==> src/rtl/key_event_unit_pkg.sv <==
// Shared keycode constants, FSM state type and key classification for the
// keyboard front-end of the gravity simulator.
package gravsim_key_pkg;

  localparam logic [7:0] KEYCODE_SPACE     = 8'd44;
  localparam logic [7:0] KEYCODE_W         = 8'd26;
  localparam logic [7:0] KEYCODE_S         = 8'd22;
  localparam logic [7:0] KEYCODE_A         = 8'd4;
  localparam logic [7:0] KEYCODE_D         = 8'd7;
  localparam logic [7:0] KEYCODE_PAGE_UP   = 8'd75;
  localparam logic [7:0] KEYCODE_PAGE_DOWN = 8'd78;

  typedef enum logic [1:0] {
    IDLE,
    DEBOUNCE,
    HELD,
    REPEAT
  } key_state_t;

  // Pan and zoom keys auto-repeat; SPACE and unknown codes never do.
  function automatic logic is_repeatable(input logic [7:0] code);
    logic rep;
    rep = 1'b0;
    case (code)
      KEYCODE_W, KEYCODE_S, KEYCODE_A, KEYCODE_D,
      KEYCODE_PAGE_UP, KEYCODE_PAGE_DOWN: rep = 1'b1;
      default:                            rep = 1'b0;
    endcase
    return rep;
  endfunction

endpackage

==> src/rtl/key_event_unit_frame_tick_gen.sv <==
// One-cycle frame tick on each rising edge of VGA_VS; shared with the
// Avalon interface so both agree on frame boundaries.
module frame_tick_gen (
  input  logic CLK,
  input  logic RESET,
  input  logic VGA_VS,
  output logic tick
);

  logic vs_d;

  always_ff @(posedge CLK) begin
    if (RESET) vs_d <= 1'b0;
    else       vs_d <= VGA_VS;
  end

  assign tick = VGA_VS & ~vs_d;

endmodule

==> src/rtl/key_event_unit.sv <==
// Debounces the raw keycode and turns accepted keys into one-cycle command
// pulses, with frame-rate auto-repeat for pan/zoom and a pause toggle.
module key_event_unit
  import gravsim_key_pkg::*;
#(
  parameter int STABLE_CYCLES = 50000,
  parameter int REPEAT_DELAY  = 15,
  parameter int REPEAT_RATE   = 2
) (
  input  logic       CLK,
  input  logic       RESET,
  input  logic [7:0] keycode,
  input  logic       VGA_VS,
  output logic       paused,
  output logic       pause_toggle,
  output logic       step_up,
  output logic       step_down,
  output logic       step_left,
  output logic       step_right,
  output logic       step_in,
  output logic       step_out,
  output logic [7:0] held_code
);

  localparam int STAB_W    = $clog2(STABLE_CYCLES + 1);
  localparam int FRAME_MAX = (REPEAT_DELAY > REPEAT_RATE) ? REPEAT_DELAY : REPEAT_RATE;
  localparam int FRAME_W   = $clog2(FRAME_MAX + 1);

  localparam logic [STAB_W-1:0]  STAB_LIMIT  = STAB_W'(STABLE_CYCLES);
  localparam logic [FRAME_W-1:0] DELAY_LIMIT = FRAME_W'(REPEAT_DELAY);
  localparam logic [FRAME_W-1:0] RATE_LIMIT  = FRAME_W'(REPEAT_RATE);
  localparam logic [FRAME_W-1:0] FRAME_SAT   = FRAME_W'(FRAME_MAX);

  key_state_t         state_reg, state_next;
  logic [7:0]         held_next;
  logic [STAB_W-1:0]  stab_cnt_reg, stab_cnt_next;
  logic [FRAME_W-1:0] frame_cnt_reg, frame_cnt_next, frame_inc;
  logic               fire_next;
  logic               tick;

  frame_tick_gen u_frame_tick_gen (
    .CLK    (CLK),
    .RESET  (RESET),
    .VGA_VS (VGA_VS),
    .tick   (tick)
  );

  always_comb begin
    state_next     = state_reg;
    held_next      = held_code;
    stab_cnt_next  = stab_cnt_reg;
    frame_cnt_next = frame_cnt_reg;
    fire_next      = 1'b0;
    frame_inc      = (frame_cnt_reg == FRAME_SAT) ? frame_cnt_reg
                                                  : frame_cnt_reg + FRAME_W'(1);

    case (state_reg)
      IDLE: begin
        if (keycode != 8'd0) begin
          held_next     = keycode;
          stab_cnt_next = STAB_W'(1);
          state_next    = DEBOUNCE;
        end
      end

      DEBOUNCE: begin
        if (keycode != held_code) begin
          if (keycode == 8'd0) begin
            held_next  = 8'd0;
            state_next = IDLE;
          end else begin
            held_next     = keycode;
            stab_cnt_next = STAB_W'(1);
          end
        end else if (stab_cnt_reg == STAB_LIMIT) begin
          state_next     = HELD;
          frame_cnt_next = '0;
          fire_next      = 1'b1;
        end else begin
          stab_cnt_next = stab_cnt_reg + STAB_W'(1);
        end
      end

      HELD, REPEAT: begin
        // A code change wins over a coincident tick, so the old key goes silent.
        if (keycode != held_code) begin
          if (keycode == 8'd0) begin
            held_next  = 8'd0;
            state_next = IDLE;
          end else begin
            held_next     = keycode;
            stab_cnt_next = STAB_W'(1);
            state_next    = DEBOUNCE;
          end
        end else if (tick) begin
          if (state_reg == HELD) begin
            if (is_repeatable(held_code) && frame_inc == DELAY_LIMIT) begin
              fire_next      = 1'b1;
              frame_cnt_next = '0;
              state_next     = REPEAT;
            end else begin
              frame_cnt_next = frame_inc;
            end
          end else if (frame_inc == RATE_LIMIT) begin
            fire_next      = 1'b1;
            frame_cnt_next = '0;
          end else begin
            frame_cnt_next = frame_inc;
          end
        end
      end

      default: state_next = IDLE;
    endcase
  end

  always_ff @(posedge CLK) begin
    if (RESET) begin
      state_reg     <= IDLE;
      held_code     <= 8'd0;
      stab_cnt_reg  <= '0;
      frame_cnt_reg <= '0;
      paused        <= 1'b1;
      pause_toggle  <= 1'b0;
      step_up       <= 1'b0;
      step_down     <= 1'b0;
      step_left     <= 1'b0;
      step_right    <= 1'b0;
      step_in       <= 1'b0;
      step_out      <= 1'b0;
    end else begin
      state_reg     <= state_next;
      held_code     <= held_next;
      stab_cnt_reg  <= stab_cnt_next;
      frame_cnt_reg <= frame_cnt_next;
      // Pulses always belong to the code being tracked before this edge.
      paused        <= paused ^ (fire_next && held_code == KEYCODE_SPACE);
      pause_toggle  <= fire_next && (held_code == KEYCODE_SPACE);
      step_up       <= fire_next && (held_code == KEYCODE_W);
      step_down     <= fire_next && (held_code == KEYCODE_S);
      step_left     <= fire_next && (held_code == KEYCODE_A);
      step_right    <= fire_next && (held_code == KEYCODE_D);
      step_in       <= fire_next && (held_code == KEYCODE_PAGE_UP);
      step_out      <= fire_next && (held_code == KEYCODE_PAGE_DOWN);
    end
  end

endmodule

==> config.mk <==
export PLATFORM = sky130hd
export DESIGN_NAME = key_event_unit
export DESIGN_NICKNAME = d
export VERILOG_FILES = /design/src/rtl/key_event_unit_pkg.sv /design/src/rtl/key_event_unit_frame_tick_gen.sv /design/src/rtl/key_event_unit.sv
export SDC_FILE = /design/constraint.sdc
export NUM_CORES = 1
export LEC_CHECK = 0
export BUFFER_PORTS_ARGS = -buffer_cell sky130_fd_sc_hd__buf_2
export CORE_MARGIN = 1.5
export CORE_UTILIZATION = 50
export CTS_CLUSTER_DIAMETER = 60
export DETAILED_ROUTE_END_ITERATION = 7
export GPL_TIMING_DRIVEN = 0
export PLACE_DENSITY = 0.79
export SLEW_MARGIN = 20
export SYNTH_ARGS = -nofsm -noshare
export SYNTH_HDL_FRONTEND = slang
export SYNTH_SLANG_ARGS = --single-unit
==> constraint.sdc <==
create_clock -name CLK -period 8.3 [get_ports CLK]
set_clock_uncertainty 0.1 [all_clocks]
set_input_delay 1.66 -clock CLK [delete_from_list [all_inputs] [get_ports CLK]]
set_output_delay 1.66 -clock CLK [all_outputs]
set_load 0.03 [all_outputs]
### After elaboration in Yosys (flattened, before gate mapping)

Cells that the tools add are included.

| storage, ports and cells | value |
|---|---|
| register bits | 39 |
| bits in latches | 0 |
| RAM bits | 0 |
| memory bits (read-only) | 0 |
| input port bits | 11 |
| output and inout bits | 16 |
| logic and storage cells | 107 |
| memories | 0 |

| cells by class | value |
|---|---|
| add/sub/neg operators | 2 |
| multipliers | 0 |
| divide/modulo/power cells | 0 |
| order comparisons | 0 |
| eq/ne operators | 28 |
| shift-type cells | 0 |
| multiplexer cells | 42 |
| bitwise operators | 3 |
| reductions and logical operators | 19 |

Operators with widths:

| operator | count |
|---|---|
| two-way mux 16 bit | 5 |
| case mux 16 bit (3 select lines) | 1 |
| two-way mux 4 bit | 8 |
| two-way mux 8 bit | 3 |
| != test 3 bit (second input constant) | 6 |
| adder 16 x 1 -> 16 bit (second input constant) | 1 |
| equality test 16 bit (second input constant) | 1 |
| equality test 8 x 3 -> 1 bit (second input constant) | 2 |
| equality test 8 x 5 -> 1 bit (second input constant) | 2 |
| equality test 8 x 7 -> 1 bit (second input constant) | 2 |
| two-way mux 2 bit | 8 |
| case mux 8 bit (2 select lines) | 1 |
| two-way mux 1 bit | 13 |
| != test 2 bit (second input constant) | 6 |
| equality test 4 bit (second input constant) | 2 |
| equality test 8 x 6 -> 1 bit (second input constant) | 1 |
| logical AND 1 bit | 8 |
| logical NOT 8 bit | 1 |
| != test 8 bit | 1 |
| case mux 4 bit (2 select lines) | 1 |
| nonzero test 8 bit | 1 |
| case mux 2 bit (3 select lines) | 1 |
| AND reduction 6 bit | 1 |
| OR reduction 6 bit | 1 |
| 16 further kinds | 17 |

### Depth between registers and ports, before layout

| logic depth | value |
|---|---|
| word-level depth | 15 |
| depth in mapped cells | 9 |
| mapped depth without buffers | 8 |

### Cells and area by module

A second synthesis with hierarchy kept.

| second synthesis, totals | value |
|---|---|
| cell total of the unflattened synthesis | 294 |
| area total of the unflattened synthesis | 2,408.6 µm² |

Modules (own cells, without submodules):

| module | times used | cells each | area each (µm²) | seq. area each (µm²) |
|---|---|---|---|---|
| key_event_unit | 1 | 291 | 2,361.0 | 760.7 |
| frame_tick_gen | 1 | 3 | 47.5 | 20.0 |

### Least setup slack after synthesis

No wires, ideal clock.

| path | value |
|---|---|
| path kind | input -> register |
| start point | in keycode[2] |
| end point | reg held_code[2] |
| library setup time | 0.128 ns |
| data arrival time | 3.344 ns |
| data required time | 8.072 ns |
| setup slack | 4.728 ns |
| cell stages on the path | 7 |
| path buffers | 1 |
| path through | xnor2_1 -> nand4_1 -> or2_4 -> clkbuf_1 -> o21ai_1 -> mux2i_1 -> nor2_1 |

| on the way | value |
|---|---|
| cells in the longest elaborated chain, start to end | 4 |
| elaborated cells between the ends (all ways) | 10 |
| those cells by class | 3 x eq/ne; 4 x mux; 3 x reduce/logical |

Ends and longest elaborated chain:

| item | RTL line | source |
|---|---|---|
| start, declared | key_event_unit.sv:12 | `input logic [7:0] keycode,` |
| logical NOT 8 bit | key_event_unit.sv:68, key_event_unit.sv:87 |  |
| two-way mux 8 bit | key_event_unit.sv:68, key_event_unit.sv:87 |  |
| two-way mux 8 bit | key_event_unit.sv:86 | `if (keycode != held_code) begin` |
| case mux 8 bit (2 select lines) | key_event_unit.sv:57 | `case (state_reg)` |
| end signal, assigned | key_event_unit.sv:133 | `held_code <= held_next;` |
| end, declared | key_event_unit.sv:22 | `output logic [7:0] held_code` |

Several ways; a longest one is shown, not always the timed one. The select of a mux whose other input is x is not followed.
A chain may end at the register's enable or synchronous reset.

### Worst setup path in the final report

| path | value |
|---|---|
| start point | in keycode[3] |
| end point | reg held_code[1] |

Same word-level chain as after synthesis.

==> results summary <==
The flow ran to the end, and the final reports show no timing, DRC or antenna violations. The length in cells of the worst reg-to-reg path came out at 8. The ratio of final minimum period to clock period is 0.464. After clock tree synthesis, the repair step resized 0 gates. In the final layout, the share of cells above drive strength 1 is 0.202. The final hold violation count came out at 0. The synthesized area per cell is 8.40 µm². Of the total power, the share spent switching nets is 0.242. The H-tree depth reported by CTS came out at 2. The worst hold path was traced through 2 stages.

Yosys mapped a number of flops with a built-in enable equal to 0. For this configuration, the core starts out at a cell density of 0.521. The count of endpoints failing setup in the final report is 0.

The min-delay analysis places its worst path in the category reg -> reg. Counting flops and latches in the post-synthesis netlist gives 39. The most frequently used flop master after synthesis is dfxtp_1. The TritonCTS clock tree is built. The switching power came out at 96.7 µW. The number of max-slew violations in the final report is 0. The proportion of register bits with asynchronous set or reset after synthesis is 0. The die span in y came out at 73.2 µm. Data on the critical path arrives at its endpoint at 3.92 ns.

The number of optimization iterations in the first detailed-route pass came out at 5. The count of input and output buffers came out at 26. After floorplanning, the core was divided into 25 placement rows.

The placer congestion estimate is 0.934. The post-route worst hold slack came out at 0.395 ns. The total global routing overflow came out at 0. For this block, the initial DRC count from the detailed router was about 180. The post-CTS setup buffer count is 0. After legalization and detailed placement, the total HPWL measured roughly 4400 µm. The number of instances in the synthesized netlist is a little under 300. The origin of the worst setup path is keycode[3]. In this run the standard cell core region covers ~0.0047 mm². The count of yosys warnings during synthesis is 0. In this run the count of I/O pins placed on the die edge is 27. The number of vias in the routed layout came out at between 2000 and 2500. The worst-path maximum fanout came out at 10. For the worst setup path, the data required time is 8.37 ns. Of the total power, the clock network draws 0.413. The number of nets in the synthesized netlist is 308. After detailed routing, the number of vias per cell comes to 6.15. The post-route DRC violation count came out at 0.

The most common cell after layout, fill and taps aside is dfxtp_1. The path with the worst hold slack has its endpoint at paused. The worst register-to-register path ends at held_code[1]. After detailed routing, the average wire length per cell comes to 15.6 µm.

In this run the deepest clock path goes through 2 buffers. The post-route total power is around 400 µW. Summed over all failing endpoints, the final setup total negative slack is 0 ns. The leakage power is 0.000974 µW. The design internal power is 303 µW. The number of hold buffers added after CTS was 0. The critical path capture point type is a register.

Headroom to the max-slew limit came out at 0.280. Across the VDD grid, the largest voltage drop is 126 µV. The slack of the worst reg-to-reg path is 5.44 ns.

The startpoint identified for the worst register-to-register timing path is held_code[3]. Clock-pin slew was measured on the worst setup and hold paths at 0.08 ns. Max-cap violations in this run came to 0. The number of antenna violations at the first check in global routing is 0.

Once detail routing completed, the nets flagged for antenna violations numbered 0. The number of different library cells in the post-synthesis netlist is 71. The timing-limited maximum frequency is 0.260 GHz. Setup repair after global routing left no endpoint under its margin. The largest net degree at the start of global routing is 13.

The overall die area is approximately 0.0054 mm². STA classifies the critical path startpoint as an input pin. The total track usage came out at 0.245. The clock latency of the later-clocked register in the worst-skew pair is 0.29 ns. The flip-flop count of the largest register, all copies and words added came out at 16. The root buffer cell chosen for the clock tree is clkbuf_8.

The width of the die is 73.2 µm. In the final design database the tool counted ~340 nets. The transition time at the pin with the least slew margin came out at approximately 1.1 ns.

The total power density per cell area is between 100 and 150 mW/mm². The critical path is of the in -> reg type. The post-synthesis to final-layout area growth is 13.5%. For this design, the sink count on the clock tree is 39. The first-pass GRT wire length came out at 10300 µm.

The fraction of power consumed by combinational cells came out at 0.104. Buffers inserted during clock tree synthesis total 5. The sequential share of power is 0.483. The clock period could shrink to about 3.9 ns. The post-synth design cell area is 0.00246 mm². The number of diodes added for antenna fixing came out at 0. Leaving out fill and tap cells, the most frequent cells in the layout are dfxtp_1 (39), nor2_1 (28), buf_2 (26), nand2_1 (22), nor3_1 (14). The total wire length after detailed routing is 6130 µm.

The via count of the first global-routing pass was 2247. In this run the most critical hold path is launched from paused. The sequential-to-total area share from yosys stat is 0.317.
## critical path, stage by stage
cell and delay, ns:
buf_2 0.12, xnor2_1 0.15, nand4_1 0.26, or2_4 0.37, clkbuf_1 0.26, o21ai_1 0.77
mux2i_1 0.27, nor2_1 0.05
## Yosys cell counts, drive strengths merged, types with 3 or more instances
| master | number | area (µm²) |
|---|---|---|
| or3b | 4 | 40.0 |
| clkbuf | 8 | 30.0 |
| nor3 | 15 | 80.1 |
| a31oi | 9 | 56.3 |
| nand3 | 11 | 55.1 |
| inv | 10 | 37.5 |
| mux2i | 8 | 80.1 |
| dfxtp | 39 | 781 |
| a21oi | 12 | 60.1 |
| o21ai | 10 | 50.0 |
| nand2 | 22 | 82.6 |
| a211oi | 5 | 37.5 |
| ha | 4 | 50.1 |
| nor2b | 3 | 18.8 |
| nor2 | 28 | 105 |
| nand2b | 5 | 31.3 |
| buf | 9 | 82.6 |
| a211o | 3 | 27.5 |
| nand4 | 7 | 50.1 |
| a221oi | 3 | 32.5 |
| xnor2 | 10 | 87.6 |
| or4 | 5 | 38.8 |
| o31ai | 4 | 30.0 |
| nor4 | 8 | 68.8 |
| o32ai | 3 | 26.3 |
| and3 | 3 | 20.0 |
## final cells by class
class	count	area [µm²]
multi-input cells	225	1520
inverters	11	41.3
plain buffers	18	124
repair buffers	26	130
fillers	411	1930
flip-flops and latches	39	781
well taps	67	83.8
clock inverters	2	35.0
clock buffers	6	82.6
## worst max path at each step
| stage | cells after the start | end |
|---|---|---|
| floorplan | 7 | held_code[2] |
| global placement | 8 | held_code[4] |
| detailed placement | 8 | held_code[7] |
| CTS | 8 | held_code[1] |
| global route | 8 | held_code[2] |
| finish | 8 | held_code[1] |
## stage by stage
step | util | cell area (µm²) | worst slack [ns] | instances
after floorplan | - | 2460 | 4.73 | 293
after global placement | 0.567 | 2680 | 4.22 | 386
after detailed placement | 0.567 | 2680 | 4.20 | 386
after CTS | 0.592 | 2790 | 4.48 | 394
after global routing | 0.592 | 2790 | 4.33 | 394
final | 0.592 | 2790 | 4.45 | 394
## layer usage
metal | part of all wire | vias up | routed length (µm) | global-route usage
li1 | - | 1174 | - | -
met5 | 0 | - | 0 | 0
met3 | 0.078 | 8 | 478 | 0.0552
met2 | 0.46 | 100 | 2810 | 0.374
met4 | 0.014 | 0 | 88 | 0.0860
met1 | 0.45 | 1141 | 2750 | 0.338
## logic make-up (layout without fill, tap and decap cells)
kind of cell             count (synthesis)  after routing  synth area share
flip-flops                              39             39             0.317
XOR/XNOR                                10             10            0.0356
adder cells (fa/ha/maj)                  4              4            0.0203
AND/OR/NAND/NOR                        130            130             0.307
multiplexers                             8              8            0.0325
buffers and inverters                   29             63            0.0671
AO/OA/AOI/OAI                           73             73             0.220
## power groups by stage
stage	sequential, µW	combinational (µW)	clock, µW
floorplan	201	24.7	0
detailed placement	197	40.9	0
global placement	197	40.2	0
CTS	193	41.2	170
global route	194	45.0	177
finish	193	41.4	165
Power figures use the tool's default switching activity.
